==> src/rtl/wb_spi_sram_bridge_if.sv <==
// Wishbone-classic bus bundle between the core master and the SPI memory bridge.
// Latency: none, wires only.
// Backpressure: the slave stalls the master simply by withholding ack_o.
interface wb_spi_sram_bridge_if #(
    parameter int ADR_WIDTH  = 23,
    parameter int DATA_BYTES = 1
);
    logic                      cyc_i;
    logic                      stb_i;
    logic [ADR_WIDTH-1:0]      adr_i;
    logic                      we_i;
    logic [8*DATA_BYTES-1:0]   dat_i;
    logic                      ack_o;
    logic                      err_o;
    logic                      rty_o;
    logic [8*DATA_BYTES-1:0]   dat_o;

    modport master (
        output cyc_i, stb_i, adr_i, we_i, dat_i,
        input  ack_o, err_o, rty_o, dat_o
    );

    modport slave (
        input  cyc_i, stb_i, adr_i, we_i, dat_i,
        output ack_o, err_o, rty_o, dat_o
    );
endinterface

==> src/rtl/wb_spi_sram_bridge.sv <==
// Wishbone-classic slave turning each access into an SPI memory frame (cmd, address, data), MSB-first, mode 0.
// Latency: ack at cycle 1+2*CLK_DIV*N after the strobe is sampled (N = frame bits); deselect gap of >= CLK_DIV cycles after.
// Backpressure: ack is withheld for the whole frame; build with SEQ_BURST_EN to keep ss_n low and continue contiguous accesses.
module wb_spi_sram_bridge #(
    parameter int ADR_WIDTH      = 23,
    parameter int SPI_ADDR_BYTES = 3,
    parameter int DATA_BYTES     = 1,
    parameter int CLK_DIV        = 1
) (
    input  logic                clk_i,
    input  logic                rst_i,
    wb_spi_sram_bridge_if.slave wb,
    output logic                sck,
    output logic                mosi,
    input  logic                miso,
    output logic                ss_n
);

    localparam int DW    = 8 * DATA_BYTES;
    localparam int AW    = 8 * SPI_ADDR_BYTES;
    localparam int FW    = 8 + AW + DW;
    localparam int BIT_W = $clog2(FW);
    localparam int DIV_W = (CLK_DIV > 1) ? $clog2(CLK_DIV) : 1;

    localparam logic [BIT_W-1:0] FULL_LAST = BIT_W'(FW - 1);
    localparam logic [DIV_W-1:0] DIV_LAST  = DIV_W'(CLK_DIV - 1);
`ifdef SEQ_BURST_EN
    localparam logic [BIT_W-1:0] DATA_LAST = BIT_W'(DW - 1);
    localparam logic             ACK_SS_N  = 1'b0;
`else
    localparam logic             ACK_SS_N  = 1'b1;
`endif

    typedef enum logic [2:0] {
        IDLE  = 3'd0,
        SHIFT = 3'd1,
        ACK   = 3'd2,
`ifdef SEQ_BURST_EN
        GAP   = 3'd3,
        HOLD  = 3'd4
`else
        GAP   = 3'd3
`endif
    } state_t;

    state_t             state_q, state_d;
    logic [DIV_W-1:0]   div_q, div_d;
    logic [BIT_W-1:0]   bit_q, bit_d;
    logic [FW-1:0]      sh_q, sh_d;
    logic [DW-1:0]      rx_q, rx_d;
    logic [DW-1:0]      dat_q, dat_d;
    logic               we_q, we_d;
    logic               sck_q, sck_d;
    logic               ss_n_q, ss_n_d;
    logic               ack_q, ack_d;
    logic               req;
`ifdef SEQ_BURST_EN
    logic [ADR_WIDTH-1:0] adr_q, adr_d;
    logic [ADR_WIDTH-1:0] next_adr;
    logic                 contiguous;
`endif

    // Wire data bytes are sent/received lowest byte first, so the bus word is byte-reversed against the frame.
    function automatic logic [DW-1:0] byte_rev(input logic [DW-1:0] v);
        logic [DW-1:0] r;
        r = '0;
        for (int k = 0; k < DATA_BYTES; k++) begin
            r[8*(DATA_BYTES-1-k) +: 8] = v[8*k +: 8];
        end
        return r;
    endfunction

    // Command, zero-extended address, then data (zeros on reads).
    function automatic logic [FW-1:0] full_frame(input logic we,
                                                 input logic [ADR_WIDTH-1:0] adr,
                                                 input logic [DW-1:0] dat);
        logic [AW-1:0] a;
        a = '0;
        a[ADR_WIDTH-1:0] = adr;
        return {(we ? 8'h02 : 8'h03), a, (we ? byte_rev(dat) : {DW{1'b0}})};
    endfunction

    assign req = wb.cyc_i & wb.stb_i;

`ifdef SEQ_BURST_EN
    assign next_adr   = adr_q + ADR_WIDTH'(DATA_BYTES);
    assign contiguous = (wb.we_i == we_q) && (wb.adr_i == next_adr);
`endif

    // Next-state and datapath decode; every register holds unless a branch below changes it.
    always_comb begin
        state_d = state_q;
        div_d   = div_q;
        bit_d   = bit_q;
        sh_d    = sh_q;
        rx_d    = rx_q;
        dat_d   = dat_q;
        we_d    = we_q;
        sck_d   = sck_q;
        ss_n_d  = ss_n_q;
        ack_d   = 1'b0;
`ifdef SEQ_BURST_EN
        adr_d   = adr_q;
`endif
        case (state_q)
            IDLE: begin
                if (req) begin
                    we_d    = wb.we_i;
                    sh_d    = full_frame(wb.we_i, wb.adr_i, wb.dat_i);
                    bit_d   = FULL_LAST;
                    div_d   = '0;
                    sck_d   = 1'b0;
                    ss_n_d  = 1'b0;
                    state_d = SHIFT;
`ifdef SEQ_BURST_EN
                    adr_d   = wb.adr_i;
`endif
                end
            end
            SHIFT: begin
                if (!req) begin
                    // Master gave up: deselect immediately, no ack, read data untouched.
                    sck_d   = 1'b0;
                    ss_n_d  = 1'b1;
                    sh_d    = '0;
                    div_d   = '0;
                    state_d = GAP;
                end else if (div_q != DIV_LAST) begin
                    div_d = div_q + DIV_W'(1);
                end else begin
                    div_d = '0;
                    if (!sck_q) begin
                        sck_d = 1'b1;
                        rx_d  = {rx_q[DW-2:0], miso};
                    end else begin
                        sck_d = 1'b0;
                        if (bit_q == '0) begin
                            ack_d   = 1'b1;
                            ss_n_d  = ACK_SS_N;
                            sh_d    = '0;
                            state_d = ACK;
                            if (!we_q) begin
                                dat_d = byte_rev(rx_q);
                            end
                        end else begin
                            bit_d = bit_q - BIT_W'(1);
                            sh_d  = {sh_q[FW-2:0], 1'b0};
                        end
                    end
                end
            end
            ACK: begin
                div_d = '0;
`ifdef SEQ_BURST_EN
                if (wb.cyc_i) begin
                    state_d = HOLD;
                end else begin
                    ss_n_d  = 1'b1;
                    state_d = GAP;
                end
`else
                ss_n_d  = 1'b1;
                state_d = GAP;
`endif
            end
            GAP: begin
                if (div_q == DIV_LAST) begin
                    div_d   = '0;
                    state_d = IDLE;
                end else begin
                    div_d = div_q + DIV_W'(1);
                end
            end
`ifdef SEQ_BURST_EN
            HOLD: begin
                if (!wb.cyc_i) begin
                    ss_n_d  = 1'b1;
                    div_d   = '0;
                    state_d = GAP;
                end else if (wb.stb_i) begin
                    if (contiguous) begin
                        // Memory auto-increments: only the data bytes go on the wire.
                        adr_d   = wb.adr_i;
                        sh_d    = {(wb.we_i ? byte_rev(wb.dat_i) : {DW{1'b0}}), {(FW-DW){1'b0}}};
                        bit_d   = DATA_LAST;
                        div_d   = '0;
                        state_d = SHIFT;
                    end else begin
                        // Strobe stays pending and is taken as a full frame once IDLE is reached.
                        ss_n_d  = 1'b1;
                        div_d   = '0;
                        state_d = GAP;
                    end
                end
            end
`endif
            default: begin
                sck_d   = 1'b0;
                ss_n_d  = 1'b1;
                sh_d    = '0;
                div_d   = '0;
                state_d = IDLE;
            end
        endcase
    end

    // State and datapath registers with synchronous reset.
    always_ff @(posedge clk_i) begin
        if (rst_i) begin
            state_q <= IDLE;
            div_q   <= '0;
            bit_q   <= '0;
            sh_q    <= '0;
            rx_q    <= '0;
            dat_q   <= '0;
            we_q    <= 1'b0;
            sck_q   <= 1'b0;
            ss_n_q  <= 1'b1;
            ack_q   <= 1'b0;
`ifdef SEQ_BURST_EN
            adr_q   <= '0;
`endif
        end else begin
            state_q <= state_d;
            div_q   <= div_d;
            bit_q   <= bit_d;
            sh_q    <= sh_d;
            rx_q    <= rx_d;
            dat_q   <= dat_d;
            we_q    <= we_d;
            sck_q   <= sck_d;
            ss_n_q  <= ss_n_d;
            ack_q   <= ack_d;
`ifdef SEQ_BURST_EN
            adr_q   <= adr_d;
`endif
        end
    end

    assign sck       = sck_q;
    assign mosi      = sh_q[FW-1];
    assign ss_n      = ss_n_q;
    assign wb.ack_o  = ack_q;
    assign wb.err_o  = 1'b0;
    assign wb.rty_o  = 1'b0;
    assign wb.dat_o  = dat_q;

endmodule

==> src/flat_wrapper.sv <==
// flat-port wrapper written by rule: the top's interface ports become plain ports
module wb_spi_sram_bridge_flat 
#(
    parameter int ADR_WIDTH      = 23,
    parameter int SPI_ADDR_BYTES = 3,
    parameter int DATA_BYTES     = 1,
    parameter int CLK_DIV        = 1
)
  (clk_i, rst_i, sck, mosi, miso, ss_n, wb_cyc_i, wb_stb_i, wb_adr_i, wb_we_i, wb_dat_i, wb_ack_o, wb_err_o, wb_rty_o, wb_dat_o);
  wb_spi_sram_bridge_if #(.ADR_WIDTH(ADR_WIDTH), .DATA_BYTES(DATA_BYTES)) wb_i ();
  input  logic clk_i;
  input  logic rst_i;
  output logic sck;
  output logic mosi;
  input  logic miso;
  output logic ss_n;
  input wire logic [$bits(wb_i.cyc_i)-1:0] wb_cyc_i;
  input wire logic [$bits(wb_i.stb_i)-1:0] wb_stb_i;
  input wire logic [$bits(wb_i.adr_i)-1:0] wb_adr_i;
  input wire logic [$bits(wb_i.we_i)-1:0] wb_we_i;
  input wire logic [$bits(wb_i.dat_i)-1:0] wb_dat_i;
  output wire logic [$bits(wb_i.ack_o)-1:0] wb_ack_o;
  output wire logic [$bits(wb_i.err_o)-1:0] wb_err_o;
  output wire logic [$bits(wb_i.rty_o)-1:0] wb_rty_o;
  output wire logic [$bits(wb_i.dat_o)-1:0] wb_dat_o;
  assign wb_i.cyc_i = wb_cyc_i;
  assign wb_i.stb_i = wb_stb_i;
  assign wb_i.adr_i = wb_adr_i;
  assign wb_i.we_i = wb_we_i;
  assign wb_i.dat_i = wb_dat_i;
  assign wb_ack_o = wb_i.ack_o;
  assign wb_err_o = wb_i.err_o;
  assign wb_rty_o = wb_i.rty_o;
  assign wb_dat_o = wb_i.dat_o;
  wb_spi_sram_bridge #(.ADR_WIDTH(ADR_WIDTH), .SPI_ADDR_BYTES(SPI_ADDR_BYTES), .DATA_BYTES(DATA_BYTES), .CLK_DIV(CLK_DIV)) u_core (.clk_i(clk_i), .rst_i(rst_i), .wb(wb_i), .sck(sck), .mosi(mosi), .miso(miso), .ss_n(ss_n));
endmodule
==> config.mk <==
export PLATFORM = sky130hd
export DESIGN_NAME = wb_spi_sram_bridge_flat
export DESIGN_NICKNAME = d
export VERILOG_FILES = /design/src/rtl/wb_spi_sram_bridge_if.sv /design/src/rtl/wb_spi_sram_bridge.sv /design/src/flat_wrapper.sv
export SDC_FILE = /design/constraint.sdc
export NUM_CORES = 1
export LEC_CHECK = 0
export CAP_MARGIN = 15
export CORE_MARGIN = 2
export CORE_UTILIZATION = 45
export DETAILED_ROUTE_END_ITERATION = 6
export HOLD_SLACK_MARGIN = 0.05
export PLACE_DENSITY = 0.79
export SYNTH_ARGS = -nofsm -noshare
export SYNTH_HDL_FRONTEND = slang
export SYNTH_SLANG_ARGS = --single-unit
==> constraint.sdc <==
create_clock -name clk_i -period 2.1 [get_ports clk_i]
set_input_delay 0.42 -clock clk_i [delete_from_list [all_inputs] [get_ports clk_i]]
set_output_delay 0.42 -clock clk_i [all_outputs]
set_load 0.01 [all_outputs]
After elaboration in Yosys (flattened, before gate mapping)
Cells that the tools add are included.
{"block": "totals", "regBits": 70, "latch_bits": 0, "ram_bits": 0, "mem_bits_ro": 0, "input_bits": 37, "out_inout_bits": 14, "word_cells": 80, "n_memories": 0}
{"block": "classes", "add_sub_neg": 2, "mul": 0, "div": 0, "n_lt_le_gt_ge": 0, "n_eq_ne": 12, "shifts": 0, "mux": 35, "bitwise_logic": 8, "n_reduce_logical": 13}
{"op": "40-bit two-way mux", "count": 5}
{"op": "40-bit one-hot mux with 3 select lines", "count": 1}
{"op": "6-bit two-way mux", "count": 5}
{"op": "3-bit two-way mux", "count": 6}
{"op": "1-bit two-way mux", "count": 12}
{"op": "3-bit one-hot mux with 4 select lines", "count": 1}
{"op": "6-bit one-hot mux with 2 select lines", "count": 1}
{"op": "6-bit AND reduction", "count": 2}
{"op": "5-bit AND reduction", "count": 2}
{"op": "1-bit one-hot mux with 3 select lines", "count": 3}
{"op": "8-bit two-way mux", "count": 1}
{"op": "4-bit AND reduction", "count": 2}
{"op": "1-bit inverter", "count": 7}
{"op": "3-bit by 2-bit equality test with 1-bit output (second input constant)", "count": 2}
{"op": "6-bit logical NOT", "count": 1}
{"op": "2-bit by 1-bit inequality test with 1-bit output (second input constant)", "count": 3}
{"op": "2-bit inequality test (second input constant)", "count": 3}
{"op": "3-bit inequality test (second input constant)", "count": 2}
{"op": "6-bit by 1-bit subtractor with 6-bit output (second input constant)", "count": 1}
{"op": "5-bit OR reduction", "count": 1}
{"op": "3-bit by 1-bit equality test with 1-bit output (second input constant)", "count": 1}
{"op": "3-bit logical NOT", "count": 1}
{"op": "3-bit by 2-bit inequality test with 1-bit output (second input constant)", "count": 1}
{"op": "3-bit AND reduction", "count": 1}
{"op": "other kinds (5)", "count": 5}

Logic depth before layout (Yosys ltp)
{"block": "logic_depth", "ltp_word": 6, "depth_mapped": 9}

Least setup slack after synthesis
Ideal clock, no wire load.
{"block": "synth_path", "kind": "flip-flop to flip-flop", "from": "reg u_core.state_q[1]", "to": "reg u_core.sh_q[13]", "setup_ps": 60, "arrival_ps": 2129, "required_ps": 2040, "slack_ps": -89, "path_stages_with_launch": 10, "n_path_buf": 3, "period_less_slack_ps": 2189, "path_cell_list": "dfxtp_1 > inv_1 > ha_1 > clkbuf_1 > nand4b_1 > clkbuf_1 > nand2_1 > nor3b_2 > clkbuf_1 > a221o_1"}
{"block": "synth_between", "elab_chain_len": 4, "elab_cells_between_ends": 11}
{"element": "start, declared", "line": "wb_spi_sram_bridge.sv:46", "rtl": "state_t state_q, state_d;"}
{"element": "start signal, assigned", "line": "wb_spi_sram_bridge.sv:224", "rtl": "state_q <= state_d;"}
{"element": "3-bit by 2-bit equality test with 1-bit output", "line": "wb_spi_sram_bridge.sv:105", "rtl": "case (state_q)"}
{"element": "2-bit OR reduction (no line)"}
{"element": "1-bit inverter (no line)"}
{"element": "4-bit AND reduction (no line)"}
{"element": "end signal, assigned", "line": "wb_spi_sram_bridge.sv:213", "rtl": "sh_q <= '0;"}
{"element": "end signal, assigned", "line": "wb_spi_sram_bridge.sv:227", "rtl": "sh_q <= sh_d;"}
{"element": "end, declared", "line": "wb_spi_sram_bridge.sv:49", "rtl": "logic [FW-1:0] sh_q, sh_d;"}
Several ways; a longest one is shown, not always the timed one.
A chain may end at the register's enable or synchronous reset.

Worst setup path after layout
{"block": "layout_path", "from": "reg u_core.bit_q[2]", "to": "reg u_core.sh_q[33]"}
{"block": "layout_between", "elab_chain_len": 6}
{"element": "start, declared", "line": "wb_spi_sram_bridge.sv:48", "rtl": "logic [BIT_W-1:0] bit_q, bit_d;"}
{"element": "start signal, assigned", "line": "wb_spi_sram_bridge.sv:226", "rtl": "bit_q <= bit_d;"}
{"element": "6-bit logical NOT", "line": "wb_spi_sram_bridge.sv:137", "rtl": "if (bit_q == '0) begin"}
{"element": "40-bit two-way mux", "line": "wb_spi_sram_bridge.sv:137"}
{"element": "40-bit two-way mux", "line": "wb_spi_sram_bridge.sv:132", "rtl": "if (!sck_q) begin"}
{"element": "40-bit two-way mux", "line": "wb_spi_sram_bridge.sv:128", "rtl": "end else if (div_q != DIV_LAST) begin"}
{"element": "40-bit two-way mux", "line": "wb_spi_sram_bridge.sv:121", "rtl": "if (!req) begin"}
{"element": "40-bit one-hot mux with 3 select lines", "line": "wb_spi_sram_bridge.sv:105"}
No other way between the ends. The select of a mux whose other input is x is not followed.

==> summary by stage <==
STA
The final count of pins violating max slew came to 0. The top achievable clock speed is 496 MHz. The number of hold-slack violations in the final timing report came to 0. The actual slew at the worst max-slew pin is between 0.5 and 0.6 ns. Setup repair after global routing left no endpoint under its margin. The fraction of the cycle the final worst path needs is 0.959. In this run the tightest slew margin relative to its limit is 0.649.

The worst clock skew is ~0.0084 ns. The minimum period implied by the final worst setup slack is 2.01 ns. Setup violations remaining at the end of the flow were counted as 0.

Floorplan
The floorplan core area is approximately 0.006 sq mm. The horizontal die dimension is 83.3 um. The standard-cell row count is 28. The initial utilization of the core area, before any placement, comes to 0.473. about 50 I/O pins were placed. The floorplan step defined a die boundary enclosing slightly below 0.007 sq mm. The die is around 83 um tall.

Synthesis
In this run, synthesis produced a sequential element count of between 60 and 70. The yosys synthesis warning count is 0. The flip-flop cell with the highest count after synthesis is dfxtp_1. The cell area after technology mapping is 0.00283 sq mm. In the post-synthesis netlist, the biggest area contributors are dfxtp_1, a221o_1, and2_1, mux2i_1, nand2_1. Of the synthesized area, sequential elements account for 0.481. The fraction of registers with async set or reset after synthesis is 0. Synthesis handed over a netlist of approximately 280 instances.

The largest area contributor in the synthesized netlist is dfxtp_1. The top cell type's share of synthesized area is 0.481. In this run, synthesis inferred 0 flip-flops with an integrated enable. The mean instance size in the synthesized netlist is roughly 10 sq um.

The number of different library cells used by synthesis comes to 45.

Route
In this run the top signal layer used is met4. Dividing the detail-routed via count by the number of cells gives approximately 5.4. The amount of wire on met2 after detailed routing is between 2000 and 3000 um. After detailed routing, the number of remaining DRC violations is 0. For this run, the detailed router's first-pass iteration total came to 4. The via count is between 2000 and 2500. The total length of routed wires is approximately 6100 um.

Wire segments on met3 add up to between 300 and 400 um in the final route. The DRC violation total after the first TritonRoute iteration is approximately 120. Dividing the detail-routed wire length by the instance count gives around 14 um. The number of nets with antenna violations after detailed routing is 0. After detailed routing, the wire length on met1 is between 2000 and 3000 um.

Place
The congestion estimate from routability-driven global placement came to 0.823. Once detailed placement completed, the half-perimeter wirelength came to 4240 um. Summing all placed instances gives a cell area of between 0.003 and 0.004 sq mm. Port buffering added 48 buffers.

Worst setup path
The setup path with the least slack is of type reg2reg. In this run the worst path has a maximum fanout of 25. The sort of element at the start of the critical path is a flip-flop. The critical path data required time is approximately 2.3 ns. The kind of capture point of the worst setup path is a flip-flop. The worst setup slack for register-to-register paths is 0.09 ns.

For the worst setup path, the data arrival time is between 2 and 2.5 ns.

GRT
The global-route wire length before repair is 10500 um. Entering global routing, the biggest net connects 26 pins. The number of antenna violations at the first check in global routing is 0. The number of global-route vias before repair is 2309. The overflow left after global routing is 0. The global router's overall resource usage is 0.186.

Outcome
The run finished with clean final reports.

Clock network
The number of clock sinks is 68. The cell sitting at the root of the clock tree is a clkbuf_8. The clock passes through at most 2 buffers. The clock reaches the later pin of the worst-skew pair after 0.35 ns. The clock-pin slew of the registers on the worst-case setup and hold paths is 0.07 ns.

In this run the post-CTS setup repair buffer count came out at 0. The TritonCTS clock tree is built. TritonCTS created 9 clock buffers. The H-tree was split into 3 levels.

Cells and area
At the end of the flow, the number of nets in the layout was just under 400. From synthesis to final layout, the design area changed by 34.5%. The finished layout cell area is ~0.0038 sq mm.

Of the cells placed in the final design, the portion with a size suffix greater than 1 is 0.165. Once layout is complete, the utilization of the core stands at 0.636. The number of antenna diodes in the final layout is 0.

Hold path
The path class of the tightest hold or removal check is reg2reg.

Flow run
Across the run, the number of max-cap violations was 0.

Power
Of the total power, registers draw 0.391. Internal power comes to just over 3 mW. The share of total power in combinational logic is 0.338. The total net switching power is about 1.4 mW. The total power density per cell area is approximately 1200 mW/mm^2. The worst IR drop on VDD is around 0.54 mV. The switching share of power is 0.308. The share of power burned in the clock network is 0.271. The standby leakage power is between 1 and 1.5 nW.
stage by stage:
stage | hold WS (ns) | TNS [ns] | power [mW] | std cells | setup slack, ns
final | 0.463 | 0 | 4.42 | 426 | 0.0856
after global routing | 0.491 | 0 | 4.69 | 426 | 0.0313
after CTS | 0.462 | 0 | 4.44 | 426 | 0.00712
after detailed placement | 0.453 | -6.78 | 3.22 | 410 | -0.188
after global placement | 0.445 | -4.53 | 3.18 | 410 | -0.133
after floorplan | 0.432 | -0.0691 | 2.65 | 278 | -0.00987
logic make-up (layout without fill, tap and decap cells):
logic type               after synthesis  after routing  synth area share
multiplexers                          12             12            0.0428
other                                  1              2           0.00132
adder cells (fa/ha/maj)                6              6            0.0265
AO/OA/AOI/OAI                         67             67             0.204
AND/OR/NAND/NOR                       95             95             0.194
buffers and inverters                 28            101            0.0508
flip-flops                            68             68             0.481
timing repair:
action	in CTS	in global routing
setup endpoints to repair	10	40
hold buffers	0	0
gates resized for setup	1	4
routing by layer:
| layer | up-vias | global-route usage |
|---|---|---|
| li1 | 1155 | - |
| met1 | 1092 | 0.235 |
| met2 | 65 | 0.292 |
| met3 | 9 | 0.0616 |
| met4 | 0 | 0.0775 |
| met5 | - | 0 |
layout make-up:
type / count / area (sq um)
Sequential cell: 68 / 1360
Clock inverter: 6 / 86.3
Fill cell: 448 / 2180
Multi-Input combinational cell: 182 / 1350
Inverter: 7 / 26.3
Tap cell: 75 / 93.8
Clock buffer: 10 / 138
Timing Repair Buffer: 78 / 756
registers in the layout (all words and copies together), names as in the netlist:
name             cells
u_core.sh_q         40
u_core.wb.ack_o      1
u_core.we_q          1
u_core.rx_q          8
u_core.bit_q         6
u_core.state_q       2
u_core.wb.dat_o      8
u_core.ss_n          1
u_core.sck           1
cell usage after synthesis, types with 4 or more instances:
master	instances
and2_1	31
buf_6	4
a21oi_1	11
a221o_1	32
ha_1	6
mux2i_1	11
clkbuf_1	14
or3_1	5
inv_1	7
dfxtp_1	68
a22o_1	7
nand2_1	23
nor2_1	13
final timing paths:
check	to	start	cells after the start
max	u_core.sh_q[33]	u_core.bit_q[2]	5
min	u_core.sh_q[38]	u_core.sh_q[38]	2
max reg2reg	u_core.sh_q[33]	u_core.bit_q[2]	5
min reg2reg	u_core.sh_q[38]	u_core.sh_q[38]	2
critical path: stages, from the launching register on:
cell and delay (ns):
dfxtp_1 0.31, or3_1 0.47, o311a_4 0.41, and4b_4 0.22
buf_12 0.16, a221o_1 0.34
power by group through the flow:
stage / Sequential, mW / Clock [mW] / Combinational [mW]
3_5_place_dp: 1.74 / 0 / 1.48
3_3_place_gp: 1.74 / 0 / 1.44
6_report: 1.73 / 1.20 / 1.49
5_1_grt: 1.76 / 1.28 / 1.65
2_1_floorplan: 1.71 / 0 / 0.944
4_1_cts: 1.72 / 1.23 / 1.49
placed cells by master, fill, tap and decap left out, drive strengths merged, types with 10 or more instances in the layout:
| cell | count |
|---|---|
| a21oi | 11 |
| a221o | 32 |
| and2 | 32 |
| buf | 30 |
| clkbuf | 10 |
| clkdlybuf4s50 | 48 |
| dfxtp | 68 |
| mux2i | 11 |
| nand2 | 23 |
| nor2 | 13 |
Power figures use the tool's default switching activity.
